===== config.mk =====
export PLATFORM = sky130hd
export DESIGN_NAME = alu_arbiter_flat
export DESIGN_NICKNAME = d
export VERILOG_FILES = /design/src/rtl/alu_arbiter_if.sv /design/src/rtl/alu_arbiter.sv /design/src/flat_wrapper.sv
export SDC_FILE = /design/constraint.sdc
export NUM_CORES = 1
export LEC_CHECK = 0
export CAP_MARGIN = 25
export CORE_ASPECT_RATIO = 1.1
export CORE_MARGIN = 2
export CORE_UTILIZATION = 38
export CTS_BUF_LIST = sky130_fd_sc_hd__clkbuf_8 sky130_fd_sc_hd__clkbuf_16
export DETAILED_ROUTE_END_ITERATION = 12
export GPL_TIMING_DRIVEN = 0
export PLACE_DENSITY_LB_ADDON = 0.3
export SYNTH_ARGS = -nofsm -noshare
export SYNTH_HDL_FRONTEND = slang
export SYNTH_SLANG_ARGS = --single-unit

===== constraint.sdc =====
create_clock -name clk -period 1.65 [get_ports clk]
set_input_delay 0.33 -clock clk [delete_from_list [all_inputs] [get_ports clk]]
set_output_delay 0.33 -clock clk [all_outputs]
set_load 0.01 [all_outputs]

===== src/rtl/alu_arbiter_if.sv =====
// alu_arbiter_if: requester handshakes, shared response and ALU-side signals for alu_arbiter
interface alu_arbiter_if #(parameter int CNT_W = 16);
  logic req0_valid, req0_ready, req1_valid, req1_ready;
  logic [3:0] req0_op, req1_op;
  logic [7:0] req0_a, req0_b, req1_a, req1_b;
  logic rsp0_valid, rsp0_ready, rsp1_valid, rsp1_ready;
  logic [7:0] rsp_result;
  logic rsp_zero, rsp_err;
  logic [7:0] alu_d, alu_c, alu_acc;
  logic [3:0] alu_control;
  logic alu_status;
  logic busy;
  logic [CNT_W-1:0] ops_done;
  modport slave (
    input req0_valid, req1_valid, req0_op, req1_op, req0_a, req0_b, req1_a, req1_b,
    input rsp0_ready, rsp1_ready, alu_acc, alu_status,
    output req0_ready, req1_ready, rsp0_valid, rsp1_valid, rsp_result, rsp_zero, rsp_err,
    output alu_d, alu_c, alu_control, busy, ops_done
  );
  modport master (
    output req0_valid, req1_valid, req0_op, req1_op, req0_a, req0_b, req1_a, req1_b,
    output rsp0_ready, rsp1_ready, alu_acc, alu_status,
    input req0_ready, req1_ready, rsp0_valid, rsp1_valid, rsp_result, rsp_zero, rsp_err,
    input alu_d, alu_c, alu_control, busy, ops_done
  );
endinterface


===== src/rtl/alu_arbiter.sv =====
// alu_arbiter: two-requester front end for a registered 8-bit ALU with held responses
module alu_arbiter #(
  parameter bit RR_EN = 1'b1,
  parameter int CNT_W = 16
) (
  input logic clk,
  input logic rst,
  alu_arbiter_if.slave bus
);
  typedef enum logic [1:0] {IDLE, EXEC, CAPT, RESP} state_t;
  state_t state;
  logic last_grant, owner, err_q, grant, xfer, legal;
  logic [3:0] op;
  logic [7:0] a, b;
  always_comb begin
    grant = (bus.req0_valid & bus.req1_valid) ? (RR_EN ? ~last_grant : 1'b0) : bus.req1_valid;
    op = grant ? bus.req1_op : bus.req0_op;
    a = grant ? bus.req1_a : bus.req0_a;
    b = grant ? bus.req1_b : bus.req0_b;
    legal = op inside {4'h0, 4'h1, 4'h2, 4'h3, 4'hA, 4'hB, 4'hC, 4'hD};
    bus.req0_ready = ~rst & (state == IDLE) & bus.req0_valid & ~grant;
    bus.req1_ready = ~rst & (state == IDLE) & bus.req1_valid & grant;
    xfer = bus.req0_ready | bus.req1_ready;
    bus.busy = state != IDLE;
  end
  always_ff @(posedge clk or posedge rst) begin
    if (rst) begin
      state <= IDLE;
      last_grant <= 1'b1;
      owner <= 1'b0;
      err_q <= 1'b0;
      bus.rsp0_valid <= 1'b0;
      bus.rsp1_valid <= 1'b0;
      bus.rsp_result <= '0;
      bus.rsp_zero <= 1'b0;
      bus.rsp_err <= 1'b0;
      bus.alu_d <= '0;
      bus.alu_c <= '0;
      bus.alu_control <= '0;
      bus.ops_done <= '0;
    end else begin
      case (state)
        IDLE: if (xfer) begin
          bus.alu_d <= a;
          bus.alu_c <= b;
          bus.alu_control <= legal ? op : 4'h0;
          err_q <= ~legal;
          owner <= grant;
          last_grant <= grant;
          state <= EXEC;
        end
        EXEC: state <= CAPT;
        CAPT: begin
          // illegal ops report a forced zero result regardless of what the ALU produced
          bus.rsp_result <= err_q ? 8'h00 : bus.alu_acc;
          bus.rsp_zero <= err_q | bus.alu_status;
          bus.rsp_err <= err_q;
          bus.rsp0_valid <= ~owner;
          bus.rsp1_valid <= owner;
          state <= RESP;
        end
        RESP: if (owner ? bus.rsp1_ready : bus.rsp0_ready) begin
          bus.rsp0_valid <= 1'b0;
          bus.rsp1_valid <= 1'b0;
          bus.ops_done <= bus.ops_done + CNT_W'(1);
          state <= IDLE;
        end
        default: state <= IDLE;
      endcase
    end
  end
endmodule


===== src/flat_wrapper.sv =====
// flat-port wrapper written by rule: the top's interface ports become plain ports
module alu_arbiter_flat 
#(
  parameter bit RR_EN = 1'b1,
  parameter int CNT_W = 16
)
  (clk, rst, bus_req0_valid, bus_req1_valid, bus_req0_op, bus_req1_op, bus_req0_a, bus_req0_b, bus_req1_a, bus_req1_b, bus_rsp0_ready, bus_rsp1_ready, bus_alu_acc, bus_alu_status, bus_req0_ready, bus_req1_ready, bus_rsp0_valid, bus_rsp1_valid, bus_rsp_result, bus_rsp_zero, bus_rsp_err, bus_alu_d, bus_alu_c, bus_alu_control, bus_busy, bus_ops_done);
  alu_arbiter_if #(.CNT_W(CNT_W)) bus_i ();
  input logic clk;
  input logic rst;
  input wire logic [$bits(bus_i.req0_valid)-1:0] bus_req0_valid;
  input wire logic [$bits(bus_i.req1_valid)-1:0] bus_req1_valid;
  input wire logic [$bits(bus_i.req0_op)-1:0] bus_req0_op;
  input wire logic [$bits(bus_i.req1_op)-1:0] bus_req1_op;
  input wire logic [$bits(bus_i.req0_a)-1:0] bus_req0_a;
  input wire logic [$bits(bus_i.req0_b)-1:0] bus_req0_b;
  input wire logic [$bits(bus_i.req1_a)-1:0] bus_req1_a;
  input wire logic [$bits(bus_i.req1_b)-1:0] bus_req1_b;
  input wire logic [$bits(bus_i.rsp0_ready)-1:0] bus_rsp0_ready;
  input wire logic [$bits(bus_i.rsp1_ready)-1:0] bus_rsp1_ready;
  input wire logic [$bits(bus_i.alu_acc)-1:0] bus_alu_acc;
  input wire logic [$bits(bus_i.alu_status)-1:0] bus_alu_status;
  output wire logic [$bits(bus_i.req0_ready)-1:0] bus_req0_ready;
  output wire logic [$bits(bus_i.req1_ready)-1:0] bus_req1_ready;
  output wire logic [$bits(bus_i.rsp0_valid)-1:0] bus_rsp0_valid;
  output wire logic [$bits(bus_i.rsp1_valid)-1:0] bus_rsp1_valid;
  output wire logic [$bits(bus_i.rsp_result)-1:0] bus_rsp_result;
  output wire logic [$bits(bus_i.rsp_zero)-1:0] bus_rsp_zero;
  output wire logic [$bits(bus_i.rsp_err)-1:0] bus_rsp_err;
  output wire logic [$bits(bus_i.alu_d)-1:0] bus_alu_d;
  output wire logic [$bits(bus_i.alu_c)-1:0] bus_alu_c;
  output wire logic [$bits(bus_i.alu_control)-1:0] bus_alu_control;
  output wire logic [$bits(bus_i.busy)-1:0] bus_busy;
  output wire logic [$bits(bus_i.ops_done)-1:0] bus_ops_done;
  assign bus_i.req0_valid = bus_req0_valid;
  assign bus_i.req1_valid = bus_req1_valid;
  assign bus_i.req0_op = bus_req0_op;
  assign bus_i.req1_op = bus_req1_op;
  assign bus_i.req0_a = bus_req0_a;
  assign bus_i.req0_b = bus_req0_b;
  assign bus_i.req1_a = bus_req1_a;
  assign bus_i.req1_b = bus_req1_b;
  assign bus_i.rsp0_ready = bus_rsp0_ready;
  assign bus_i.rsp1_ready = bus_rsp1_ready;
  assign bus_i.alu_acc = bus_alu_acc;
  assign bus_i.alu_status = bus_alu_status;
  assign bus_req0_ready = bus_i.req0_ready;
  assign bus_req1_ready = bus_i.req1_ready;
  assign bus_rsp0_valid = bus_i.rsp0_valid;
  assign bus_rsp1_valid = bus_i.rsp1_valid;
  assign bus_rsp_result = bus_i.rsp_result;
  assign bus_rsp_zero = bus_i.rsp_zero;
  assign bus_rsp_err = bus_i.rsp_err;
  assign bus_alu_d = bus_i.alu_d;
  assign bus_alu_c = bus_i.alu_c;
  assign bus_alu_control = bus_i.alu_control;
  assign bus_busy = bus_i.busy;
  assign bus_ops_done = bus_i.ops_done;
  alu_arbiter #(.RR_EN(RR_EN), .CNT_W(CNT_W)) u_core (.clk(clk), .rst(rst), .bus(bus_i));
endmodule

==> results of run 1 <==
[state kept, by name, summed over array words and instances (netlist names), 2 cells and up]
signal	cells
u_core.bus.rsp_result	8
u_core.bus.alu_d	8
u_core.bus.ops_done	16
u_core.state	2
u_core.bus.alu_control	4
u_core.bus.alu_c	8
[placed cells by master, fill, tap and decap left out, types with 5 or more instances in the layout]
cell type	instances
clkdlybuf4s50_1	99
dfrtp_1	49
nand2_1	33
buf_4	27
o21ai_0	25
mux2i_1	22
xnor2_1	15
inv_1	13
nand3_1	9
clkbuf_8	6
nor2_1	5
[repair_timing]
| action | in CTS | in global routing |
|---|---|---|
| setup buffers | 12 | 14 |
| pin swaps | 3 | 3 |
| setup endpoints to repair | 27 | 46 |
| cloned | 0 | 0 |
| resized for setup | 28 | 17 |
[routing by layer]
| layer | share of wire (%) | global-route usage, % | vias to the layer above |
|---|---|---|---|
| met1 | 40 | 20.12 | 997 |
| li1 | - | - | 1068 |
| met3 | 8.3 | 5.556 | 8 |
| met4 | 1.2 | 4.160 | 0 |
| met2 | 50 | 31.45 | 78 |
| met5 | 0 | 0 | - |
[power groups by stage]
stage / clock network [uW] / registers (uW) / logic [uW]
floorplan: 0 / 2280 / 972
global placement: 0 / 2120 / 2340
detailed placement: 0 / 2150 / 2380
CTS: 931 / 2130 / 2590
global route: 977 / 2160 / 3070
finish: 905 / 2090 / 2760
[worst max-delay path by stage]
stage | end | depth (start not counted) | slack (ns)
final | bus_req0_ready | 6 | -0.06
after global routing | bus_req0_ready | 6 | -0.18
after CTS | bus_req0_ready | 6 | -0.07
after detailed placement | bus_req1_ready | 5 | -0.76
after global placement | u_core.bus.rsp_result[1] | 2 | -1.01
after floorplan | u_core.bus.alu_c[0] | 1 | 0.04
[area by class of cell]
type / count / share of cell area (%)
Buffer: 8 / 1.947
Timing Repair Buffer: 132 / 31.07
Tap cell: 82 / 2.535
Multi-Input combinational cell: 158 / 27.30
Inverter: 15 / 1.391
Sequential cell: 53 / 32.89
Clock inverter: 2 / 0.8346
Clock buffer: 6 / 2.040
[logic make-up (layout without fill, tap and decap cells)]
| kind of cell | after synthesis | in the layout |
|---|---|---|
| and+or+nand+nor | 67 | 67 |
| DFF | 53 | 53 |
| AOI/OAI and AO/OA | 40 | 40 |
| muxes | 27 | 27 |
| buffers and inverters | 24 | 163 |
| xor gates and xnor gates | 19 | 19 |
| adders and majority gates | 5 | 5 |
[stage by stage]
stage / TNS [ns] / instance area (um^2)
6_report: -0.1536 / 4048
5_1_grt: -1.511 / 4048
4_1_cts: -0.1566 / 3910
3_5_place_dp: -7.044 / 3677
3_3_place_gp: -59.00 / 3657
2_1_floorplan: 0 / 2504
[worst reg2reg max path, stage by stage (launching register included)]
cell	delay, ns
dfrtp_1	0.37
inv_2	0.06
ha_4	0.16
and2b_2	0.21
buf_4	0.15
o21a_2	0.14
o21ai_2	0.14
mux2_2	0.34
==> results by group, run 1 <==
Outcome
  • Status: finished, violations left
  • Failing checks: negative setup slack

CTS
  • Clock Latency Late Sink: roughly 0.3 ns
  • CTS buffer count: 5
  • Root Buffer Master: clkbuf_8
  • CTS H-tree lvls: 2
  • Hold Buf Count CTS: 0
  • Reg clk slew, reported paths: around 0.090 ns
  • Buffer depth of the longest clock path: 2
  • Clock sink total: between 50 and 60
  • CTS tree: done

Place
  • Gpl congestion: 0.7687
  • Port Buffers: around 110
  • Placed cells: roughly 420
  • Hpwl dp: roughly 4.2 mm
  • Pre-CTS setup slack: -0.7638 ns

Yosys
  • Seq/Total Area, Yosys: a little over half
  • Adder and majority gate portion of the synthesized area: roughly 2.5%
  • Main combinational cell family by area after synthesis: simple AND/OR/NAND/NOR gates
  • Synth Instances: approximately 240
  • Synth warn: 0
  • Synth Area per Inst: approximately 11 um^2
  • Top-area cell type share of the netlist area: 51.97%
  • Most common cell in the synthesized netlist: dfrtp_1
  • Area fraction in compound gates after synthesis: about a tenth
  • Synth Flop Type: dfrtp_1
  • Ys async rst share: 100.0%
  • Multiplexer share of the synthesized area: 11.14%
  • Post-synth EDFFs: 0
  • Synth area leaders: dfrtp_1, mux2i_1, o21ai_0
  • Mapped Nets: just under 300
  • Biggest area consumer among synthesized cells: dfrtp_1
  • Post-synthesis simple-gate area fraction: between 10% and 20%
  • Most frequent cells after synthesis: dfrtp_1, nand2_1, o21ai_0
  • #FFs+latches synth: 53
  • Synthesized area: about 2500 um^2
  • XOR/XNOR share of the synthesized area: approximately 6.6%
  • Synth unique cells: 36

Layout
  • Diodes inserted: 0
  • Layout cells sized above 1: between 10% and 20%
  • Fillers: 569
  • Final non-filler cell total: around 460
  • Reg area: about 1300 um^2
  • Layout Area Growth over Synthesis: 61.67%
  • Final net count: approximately 430
  • Multi-input logic area: between 1000 and 1500 um^2
  • Final Core Density: between 60% and 70%

STA
  • Slew @ Worst Pin: between 0.3 and 0.4 ns
  • Tmin final: about 1.7 ns
  • Final Setup Violations: 3
  • Hold slack: between 0.2 and 0.3 ns
  • Slew Limit Headroom: roughly three quarters
  • Clk_skew: roughly 0.009 ns
  • Slew Limit Fails: 0
  • Fmax: between 500 and 600 MHz
  • Final period utilization: 103.8%
  • RSZ-0062 raised after global routing: true
  • Final setup margin: -0.06225 ns
  • Hold Vio Cnt, Final: 0

Worst setup path
  • CP required: 1.32 ns
  • Startpoint types: flip-flop
  • Worst r2r src: u_core.state[1]
  • CP endpoint kind: primary output
  • Worst Path Max Fanout: 3
  • CP Data Arrival Time: approximately 1.4 ns
  • Crit path cell chain: inv_2 -> ha_4 -> and2b_2 -> nand2_2 -> nor2_1 -> buf_2
  • Worst R2R End: u_core.state[1]
  • Slowest CP cell: dfrtp_1
  • Worst path max stage delay: roughly 0.40 ns
  • Family with the most delay on the worst path: flip-flops
  • Reg2Reg Depth: 7
  • CP bufs+invs: 2
  • CP Class: reg2out
  • R2R setup slack: -0.03 ns
  • CP startpoint: u_core.state[1]

Global routing
  • Total track usage: between 15 and 20%
  • Initial antenna violation count: 0
  • Vias in the first global route: 2,206
  • Congestion Overflow GR: 0
  • Pin count of the biggest net entering global routing: 44
  • First-pass GRT wire length: roughly 10 mm

Routing
  • Drt pass-1 iters: 4
  • 1st-iter DRT viols: 77
  • Routed len/inst: ~13 um
  • Post-Route WL: just under 6 mm
  • Routed via count: roughly 2.2k
  • # DRC: 0
  • Post-DRT Antenna Nets: 0
  • Post-DR vias/cell: 4.717

Power and ir drop
  • Int Pwr: 3866 uW
  • Peak supply drop: roughly 0.67 mV
  • Pleak: roughly 0.0018 uW
  • Net Sw Power: approximately 1900 uW
  • Total Power: ~5800 uW
  • Sw frac: between 30% and 40%
  • Register share of total power: 36.3%
  • Power Dens Cells: approximately 1400 nW/um^2
  • Comb power frac: a little under half
  • Power share of the clock group: about 16%

Die
  • Core box area: around 6500 um^2
  • Initial Util: roughly two fifths
  • Boundary Pins: approximately 110
  • Row count: 31
  • Die area: approximately 7300 um^2
  • Die X: slightly above 80 um
  • Die height: a little under 90 um

Min path
  • Tightest Hold Check Type: in2async

Job
  • Max cap viols: 0
No activity file was read; power rests on OpenSTA's default activity.
==> run 2: changes to the inputs <==
Settings changed: GPL_ROUTABILITY_DRIVEN set to 1, MAX_ROUTING_LAYER set to met4.
==> run 2 against run 1 <==
The run still ends with negative setup slack left. Die area unchanged. Sequential share of layout area did not move. Final area is the same. Core utilization is the same. Cell count unchanged. Via count grew 0.14%. Combinational power about the same. Largest power group unchanged.
==> results by group, run 2 (same netlist as run 1, synthesis figures left out) <==
CTS
  • CTS H-tree lvls: 2
  • Hold Buf Count CTS: 0
  • Root Buffer Master: clkbuf_8
  • Buffer depth of the longest clock path: 2
  • Clock sink total: between 50 and 60
  • CTS tree: done
  • Clock Latency Late Sink: about 0.3 ns
  • Reg clk slew, reported paths: roughly 0.090 ns
  • CTS buffer count: 5

Min path
  • Tightest Hold Check Type: in2async

Worst setup path
  • Slowest CP cell: dfrtp_1
  • Family with the most delay on the worst path: flip-flops
  • Worst path max stage delay: between 0.3 and 0.4 ns
  • Worst r2r src: u_core.state[1]
  • Worst Path Max Fanout: 3
  • CP endpoint kind: primary output
  • CP bufs+invs: 2
  • Path length in cells of the critical path: 5
  • R2R setup slack: -0.04 ns
  • CP Class: reg2out
  • Reg2Reg Depth: 7
  • Worst R2R End: u_core.state[1]
  • Startpoint types: flip-flop
  • CP startpoint: u_core.state[1]
  • CP required: approximately 1.3 ns
  • Crit path cell chain: inv_2 -> ha_4 -> and2b_2 -> and2_4 -> buf_6
  • CP Data Arrival Time: 1.39 ns

Layout
  • Commonest non-fill, non-tap cell in the layout: clkdlybuf4s50_1
  • Most flop-heavy register: u_core.bus.ops_done
  • Most frequent cells in the layout: clkdlybuf4s50_1, dfrtp_1, nand2_1, buf_4, o21ai_0
  • Final net count: about 430
  • Diodes inserted: 0
  • Finished Cell Area: roughly 4000 um^2
  • Fillers: around 570
  • Final non-filler cell total: between 400 and 500
  • Final Core Density: between 60% and 70%
  • Largest register FFs: 16
  • Layout cells sized above 1: around 18%
  • Layout Area Growth over Synthesis: 61.67%

STA
  • Slew Limit Headroom: between 70% and 80%
  • Final period utilization: 104.4%
  • Hold Vio Cnt, Final: 0
  • Final Setup Violations: 3
  • Slew @ Worst Pin: between 0.3 and 0.4 ns
  • Tmin final: between 1.5 and 2 ns
  • Clk_skew: 0.008226 ns
  • Final setup margin: -0.07329 ns
  • Fmax: roughly 580 MHz
  • Slew Limit Fails: 0
  • RSZ-0062 raised after global routing: true

Die
  • Initial Util: 38.65%
  • Core box area: 6477 um^2
  • Row count: 31
  • Boundary Pins: 106
  • Die X: slightly above 80 um
  • Die height: between 80 and 90 um
  • Die area: roughly 7300 um^2

Routing
  • # DRC: 0
  • 1st-iter DRT viols: 74
  • Post-DR vias/cell: 4.724
  • Routed len/inst: approximately 13 um
  • Drt pass-1 iters: 4
  • Post-Route WL: around 5.9 mm
  • Post-DRT Antenna Nets: 0
  • Routed via count: 2,154

Global routing
  • Total track usage: between 10% and 20%
  • Initial antenna violation count: 0
  • First-pass GRT wire length: about 9.8 mm
  • Vias in the first global route: 2,204
  • Pin count of the biggest net entering global routing: 44
  • Congestion Overflow GR: 0

Job
  • Max cap viols: 0

Place
  • Gpl congestion: 0.7790
  • Placed cells: around 420
  • Port Buffers: 105
  • Placed Area: around 3700 um^2
  • Pre-CTS setup slack: -0.7638 ns
  • Hpwl dp: 4.248 mm

Power and ir drop
  • Total Power: 5763 uW
  • Power Dens Cells: between 1000 and 1500 nW/um^2
  • Peak supply drop: roughly 0.67 mV
  • Pleak: between 0.0015 and 0.002 uW

Outcome
  • Status: finished, violations left
  • Failing checks: negative setup slack
==> run 2: final cells by class <==
cell class	instances	area [um^2]	share of cell area, %
plain buffers	8	78.83	1.947
clock buffers	6	82.58	2.040
clock inverters	2	33.78	0.8346
inverters	15	56.30	1.391
multi-input cells	158	1105	27.30
flip-flops and latches	53	1331	32.89
well taps	82	102.6	2.535
repair buffers	132	1257	31.07
==> run 2: worst max-delay path by stage <==
stage | to
finish | bus_req1_ready
global route | bus_req0_ready
detailed placement | bus_req1_ready
global placement | u_core.bus.rsp_result[1]
CTS | bus_req0_ready
floorplan | u_core.bus.alu_c[0]
==> run 2: what timing repair did <==
item / 4_1_cts / 5_1_grt
hold endpoints to repair: 0 / 0
endpoints found under the setup margin: 27 / 46
setup buffers: 12 / 14
pin swaps: 3 / 3
gates resized for setup: 28 / 17
==> run 2: power breakdown <==
| part | switching (uW) | internal (uW) |
|---|---|---|
| Combinational | 1170 | 1590 |
| Sequential | 308 | 1790 |
| Clock | 415 | 489 |
| Total | 1900 | 3870 |
==> run 2: worst reg2reg max path, delay by kind of cell (launching register included) <==
family / cells / cell delay (ns)
simple gates: 1 / 0.21
compound gates: 2 / 0.28
flops: 1 / 0.38
mux: 1 / 0.34
buf+inv: 2 / 0.21
fa+ha+maj: 1 / 0.16
==> run 2: through the flow <==
| step | hold slack, ns | TNS, ns |
|---|---|---|
| 4_1_cts | 0.2809 | -0.1566 |
| 3_5_place_dp | 0.4659 | -7.044 |
| 6_report | 0.2807 | -0.1873 |
| 5_1_grt | 0.3002 | -1.511 |
| 3_3_place_gp | 0.4603 | -59.00 |
| 2_1_floorplan | 0.4000 | 0 |
==> run 2: metal layers <==
metal	track usage, %	vias up	routed length, um
li1	-	1070	-
met1	20.76	1007	2479
met2	31.45	75	2987
met3	4.545	2	411
met4	4.160	0	28
met5	-	-	0
==> run 3: changes to the inputs <==
Settings changed: CTS_CLUSTER_DIAMETER set to 80.
==> results of run 3 <==
The final DEF is identical to that of run 2; final timing and power are the same.
